**src/rtl/rca_pkg.sv**
```systemverilog
// Shared constants and helpers for the pipelined ripple-carry adder/subtractor.
package rca_pkg;

    localparam logic OP_ADD = 1'b0;
    localparam logic OP_SUB = 1'b1;

    function automatic int unsigned chunk_w(input int unsigned width, input int unsigned stages);
        return width / stages;
    endfunction

    // Signed extremes for a given width, returned in the low bits of a 64-bit word.
    function automatic logic [63:0] sat_max(input int unsigned width);
        return (64'd1 << (width - 1)) - 64'd1;
    endfunction

    function automatic logic [63:0] sat_min(input int unsigned width);
        return 64'd1 << (width - 1);
    endfunction

endpackage

```
**src/rtl/rca_slice.sv**
```systemverilog
// Combinational W-bit ripple-carry slice; also exposes the carry into its top bit.
module rca_slice
    import rca_pkg::*;
#(
    parameter int unsigned W = 4
) (
    input  logic [W-1:0] a,
    input  logic [W-1:0] b,
    input  logic         ci,
    output logic [W-1:0] s,
    output logic         co,
    output logic         c_msb_in
);

    logic [W:0] c;

    always_comb begin
        c    = '0;
        s    = '0;
        c[0] = ci;
        for (int unsigned i = 0; i < W; i++) begin
            s[i]   = a[i] ^ b[i] ^ c[i];
            c[i+1] = (a[i] & b[i]) | (c[i] & (a[i] ^ b[i]));
        end
    end

    assign co       = c[W];
    assign c_msb_in = c[W-1];

endmodule

```
**src/rtl/rca_pipe_addsub.sv**
```systemverilog
// Pipelined ripple-carry adder/subtractor, STAGES slices of WIDTH/STAGES bits each.
// Define RCA_SAT_EN to saturate the sum to the signed extreme on overflow.
module rca_pipe_addsub
    import rca_pkg::*;
#(
    parameter int unsigned WIDTH  = 16,
    parameter int unsigned STAGES = 4
) (
    input  logic             clk,
    input  logic             rst_n,
    input  logic             in_valid,
    output logic             in_ready,
    input  logic [WIDTH-1:0] a,
    input  logic [WIDTH-1:0] b,
    input  logic             cin,
    input  logic             op_sub,
    output logic             out_valid,
    input  logic             out_ready,
    output logic [WIDTH-1:0] sum,
    output logic             cout,
    output logic             overflow
);

    localparam int unsigned CHUNK = chunk_w(WIDTH, STAGES);

    if (WIDTH < 2 || STAGES < 1 || (WIDTH % STAGES) != 0) begin : g_bad_params
        $error("rca_pipe_addsub: WIDTH must be >= 2 and divisible by STAGES");
    end

`ifdef RCA_SAT_EN
    localparam logic [WIDTH-1:0] SMAX = WIDTH'(sat_max(WIDTH));
    localparam logic [WIDTH-1:0] SMIN = WIDTH'(sat_min(WIDTH));
`endif

    logic             adv;
    logic [WIDTH-1:0] b_in;
    logic             c_in;

    assign adv      = out_ready | ~out_valid;
    assign in_ready = adv;
    assign b_in     = (op_sub == OP_SUB) ? ~b : b;
    assign c_in     = (op_sub == OP_ADD) ? cin : 1'b1;

    // Each stage forwards only the operand bits still to be added and the result bits already done.
    for (genvar k = 0; k < STAGES; k++) begin : stg
        logic [CHUNK-1:0] ca, cb, sl_s;
        logic             ci, vi, sl_co, sl_cm;
        logic             v_q, c_q;

        if (k == 0) begin : g_src
            assign ca = a[CHUNK-1:0];
            assign cb = b_in[CHUNK-1:0];
            assign ci = c_in;
            assign vi = in_valid;
        end else begin : g_src
            assign ca = stg[k-1].g_fwd.a_q[CHUNK-1:0];
            assign cb = stg[k-1].g_fwd.b_q[CHUNK-1:0];
            assign ci = stg[k-1].c_q;
            assign vi = stg[k-1].v_q;
        end

        rca_slice #(.W(CHUNK)) u_slice (
            .a        (ca),
            .b        (cb),
            .ci       (ci),
            .s        (sl_s),
            .co       (sl_co),
            .c_msb_in (sl_cm)
        );

        always_ff @(posedge clk or negedge rst_n) begin
            if (!rst_n) begin
                v_q <= 1'b0;
                c_q <= 1'b0;
            end else if (adv) begin
                v_q <= vi;
                c_q <= sl_co;
            end
        end

        if (k < STAGES - 1) begin : g_fwd
            localparam int unsigned HI_W = WIDTH - (k + 1) * CHUNK;
            localparam int unsigned LO_W = (k + 1) * CHUNK;
            logic [HI_W-1:0] a_q, b_q, a_n, b_n;
            logic [LO_W-1:0] s_q, s_n;

            if (k == 0) begin : g_nxt
                assign a_n = a[WIDTH-1:CHUNK];
                assign b_n = b_in[WIDTH-1:CHUNK];
                assign s_n = sl_s;
            end else begin : g_nxt
                assign a_n = stg[k-1].g_fwd.a_q[WIDTH-k*CHUNK-1:CHUNK];
                assign b_n = stg[k-1].g_fwd.b_q[WIDTH-k*CHUNK-1:CHUNK];
                assign s_n = {sl_s, stg[k-1].g_fwd.s_q};
            end

            always_ff @(posedge clk or negedge rst_n) begin
                if (!rst_n) begin
                    a_q <= '0;
                    b_q <= '0;
                    s_q <= '0;
                end else if (adv) begin
                    a_q <= a_n;
                    b_q <= b_n;
                    s_q <= s_n;
                end
            end
        end else begin : g_out
            logic [WIDTH-1:0] raw, res, sum_q;
            logic             ovf, ovf_q;

            if (k == 0) begin : g_raw
                assign raw = sl_s;
            end else begin : g_raw
                assign raw = {sl_s, stg[k-1].g_fwd.s_q};
            end

            assign ovf = sl_cm ^ sl_co;

            always_comb begin
                res = raw;
`ifdef RCA_SAT_EN
                if (ovf) res = ca[CHUNK-1] ? SMIN : SMAX;
`endif
            end

            always_ff @(posedge clk or negedge rst_n) begin
                if (!rst_n) begin
                    sum_q <= '0;
                    ovf_q <= 1'b0;
                end else if (adv) begin
                    sum_q <= res;
                    ovf_q <= ovf;
                end
            end
        end
    end

    assign out_valid = stg[STAGES-1].v_q;
    assign cout      = stg[STAGES-1].c_q;
    assign sum       = stg[STAGES-1].g_out.sum_q;
    assign overflow  = stg[STAGES-1].g_out.ovf_q;

endmodule

```
**config.mk**
```make
export PLATFORM = sky130hd
export DESIGN_NAME = rca_pipe_addsub
export DESIGN_NICKNAME = d
export VERILOG_FILES = /design/src/rtl/rca_pkg.sv /design/src/rtl/rca_slice.sv /design/src/rtl/rca_pipe_addsub.sv
export SDC_FILE = /design/constraint.sdc
export NUM_CORES = 1
export LEC_CHECK = 0
export CORE_UTILIZATION = 35
export CTS_BUF_LIST = sky130_fd_sc_hd__clkbuf_16
export DETAILED_ROUTE_END_ITERATION = 8
export GPL_ROUTABILITY_DRIVEN = 0
export GPL_TIMING_DRIVEN = 1
export PLACE_DENSITY = 0.56
export SLEW_MARGIN = 10
export SYNTH_ARGS = -nofsm -noshare
export SYNTH_HDL_FRONTEND = slang
export SYNTH_SLANG_ARGS = --single-unit
export TNS_END_PERCENT = 50
```
**constraint.sdc**
```tcl
create_clock -name clk -period 2.1 [get_ports clk]
set_clock_uncertainty 0.1 [all_clocks]
set_input_delay 0.315 -clock clk [delete_from_list [all_inputs] [get_ports clk]]
set_output_delay 0.315 -clock clk [all_outputs]
set_load 0.005 [all_outputs]
```
==> flow_metrics.py <==
metrics = {
    "layout": {
        "drive_gt1_frac": 0.408,
        "n_antenna_cell": 0,
        "nNetsFinal": 402,
        "final_area_um2": 5390,
        "areaGrowthSynthToFinish_pct": 26.6,
        "final_util": 0.464,
    },
    "yosys": {
        "synth-edff-count": 0,
        "netlist.area_leader.share": 0.570,
        "synth_common_cells": "dfrtp_1, mux2_2, inv_1",
        "synth-seq-area-share": 0.570,
        "synth_cell_types": 18,
        "mappedNetlistArea_um2": 4260,
        "syn_inst": 281,
        "synth_area_leaders": "dfrtp_1, mux2_2, fa_1, xor2_1, inv_1",
        "synth_top_cell_by_area": "dfrtp_1",
        "ys_seq_elements": 97,
        "synthFlopType": "dfrtp_1",
        "syn_nets": 335,
        "synth_area_per_cell_um2": 15.2,
        "async_flop_share": 1.00,
        "yosysMostFrequentCell": "dfrtp_1",
        "yosysWarnings": 0,
    },
    "sta": {
        "final_max_slew_viol_count": 0,
        "maxClockFrequency_mhz": 444,
        "tightest_slew_ns": 0.690,
        "fin_ws_ns": -0.154,
        "maxSlewHeadroom": 0.540,
        "rsz0062_at_grt": "yes",
        "finalSetupViolCount": 6,
        "layout_min_cycle_time_ns": 2.25,
        "period_share": 1.07,
        "hold_viol_final": 0,
        "finalSetupTns_ns": -0.567,
    },
    "floorplan": {
        "die_area_um2": 12600,
        "core_area_um2": 11600,
        "io-pin-count": 58,
        "placementRows": 39,
        "die_y_um": 112,
        "die_w_um": 112,
        "start_util": 0.367,
    },
    "setup_path": {
        "r2r_cells": 9,
        "worst_setup_path_end_kind": "flip-flop",
        "cp-start-kind": "flip-flop",
        "required_ns": 2.22,
        "worstPathArrival_ns": 2.37,
        "worst-path-max-fanout": 2,
        "crit_start": "stg[2].c_q",
        "worstReg2RegStart": "stg[2].c_q",
        "critical_path_class": "flip-flop to flip-flop",
    },
    "hold_path": {
        "min_path_cells": 1,
        "hp-class": "flip-flop to flip-flop",
        "holdCritStartpoint": "stg[2].v_q",
    },
    "grt": {
        "grt_pass1_vias": 2428,
        "antenna_found_initial": 0,
        "grt_pass1_wl_um": 12600,
        "grt_max_degree": 50,
        "track_usage": 0.132,
        "gr-total-overflow": 0,
    },
    "clock_network": {
        "cts_tree": "done",
        "clk_latency_ns": 0.33,
        "htreeDepth": 3,
        "cts_buffers": 9,
        "path_clk_slew_ns": 0.06,
        "clk_path_buf_depth": 2,
        "cts_sinks": 97,
        "cts_root_buf": "clkbuf_16",
    },
    "status": {
        "status": "finished with violations",
        "violations": "design-rule violations, negative setup slack",
    },
    "pwr": {
        "max-vdd-ir-drop_mv": 0.404,
        "power_density_nw_per_um2": 1380,
        "p_leak_nw": 2.31,
        "power.total_w": 0.00742,
    },
    "drt": {
        "drc_errors": 2,
        "viasPerCell": 4.64,
        "drtPass1Iterations": 6,
        "drt_wl_total_um": 7330,
        "wl_per_cell_um": 14.8,
        "ant_nets": 0,
        "num_vias": 2302,
        "drt_iter0_markers": 85,
    },
    "placed_design": {
        "pre_cts_ws_ns": -0.893,
        "port_buffers": 57,
        "placed_area_um2": 5080,
        "post-dp-hpwl_um": 5200,
    },
    "run": {
        "drv_cap": 0,
    },
}
## per-stage QoR
step,hold WS [ns],cells
after detailed placement,0.306,479
after CTS,0.379,497
after global routing,0.387,496
final,0.371,496
after floorplan,-0.0806,281
after global placement,0.299,479
## cells by family (layout without fill, tap and decap cells)
group,count (synthesis),in the layout,share of synthesized area
AOI/OAI and AO/OA,11,11,0.0209
xor gates and xnor gates,17,17,0.0350
adders and majority gates,16,16,0.0752
buffers and inverters,41,113,0.0464
DFF,97,97,0.570
muxes,85,85,0.228
and+or+nand+nor,14,14,0.0250
## state kept, by name, indices dropped and copies added, names as in the netlist
name,count
stg.g_fwd.b_q,24
sum,16
cout,1
overflow,1
out_valid,1
stg.c_q,3
stg.g_fwd.s_q,24
stg.v_q,3
stg.g_fwd.a_q,24
## power by group
group          switching (W)  total (W)  internal, W
sequential          0.000479    0.00320      0.00272
combinational        0.00103    0.00280      0.00177
clock               0.000646    0.00143     0.000779
## final timing paths
kind	endpoint	slack (ns)
setup / recovery	overflow	-0.15
hold / removal	out_valid	0.37
setup reg to reg	overflow	-0.15
hold reg to reg	out_valid	0.37
max in group asynchronous	stg[2].g_fwd.a_q[0]	0.82
min in group asynchronous	stg[0].g_fwd.a_q[11]	0.46
## placed cells by master, fill, tap and decap left out, drive strengths merged
| cell type | netlist | final |
|---|---|---|
| xor2 | 12 | 12 |
| dlymetal6s2s | 0 | 1 |
| dfrtp | 97 | 97 |
| fa | 16 | 16 |
| clkinv | 0 | 3 |
| xnor2 | 5 | 5 |
| buf | 13 | 16 |
| a21oi | 11 | 11 |
| mux2i | 2 | 2 |
| mux2 | 83 | 83 |
| dlygate4sd3 | 0 | 1 |
| clkinvlp | 0 | 1 |
| clkdlybuf4s50 | 0 | 51 |
| clkbuf | 2 | 9 |
| nor3b | 11 | 11 |
| inv | 26 | 29 |
| dlygate4sd2 | 0 | 2 |
| nand2b | 2 | 2 |
| nor2 | 1 | 1 |
## metal layers
metal  track usage  routed length, um  vias up
li1              -                  -     1071
met2         0.207               3540       35
met1         0.177               3450     1185
met3        0.0205                183       11
met4        0.0693                163        0
met5             0                  0        -
## worst max-delay path: stages (launching register included)
cell	delay (ns)
dfrtp_1	0.39
fa_2	0.22
inv_2	0.04
fa_2	0.32
inv_2	0.06
fa_2	0.23
inv_2	0.04
fa_2	0.35
xnor2_1	0.13
mux2_2	0.25
## cell type report
| cell class | instances | area [um2] |
|---|---|---|
| Clock inverter | 7 | 31.3 |
| Inverter | 26 | 97.6 |
| Multi-Input combinational cell | 143 | 1690 |
| Fill cell | 1041 | 6220 |
| Sequential cell | 97 | 2430 |
| Timing Repair Buffer | 71 | 737 |
| Tap cell | 143 | 179 |
| Clock buffer | 9 | 225 |
## what timing repair did
item                                   CTS  global route
setup endpoints to repair                8             8
pin swaps                               10             9
resized for setup                       20            13
endpoints found under the hold margin   47             0
hold buffers                             1             0
setup buffers                            1             0
No activity file was read; power rests on OpenSTA's default activity.
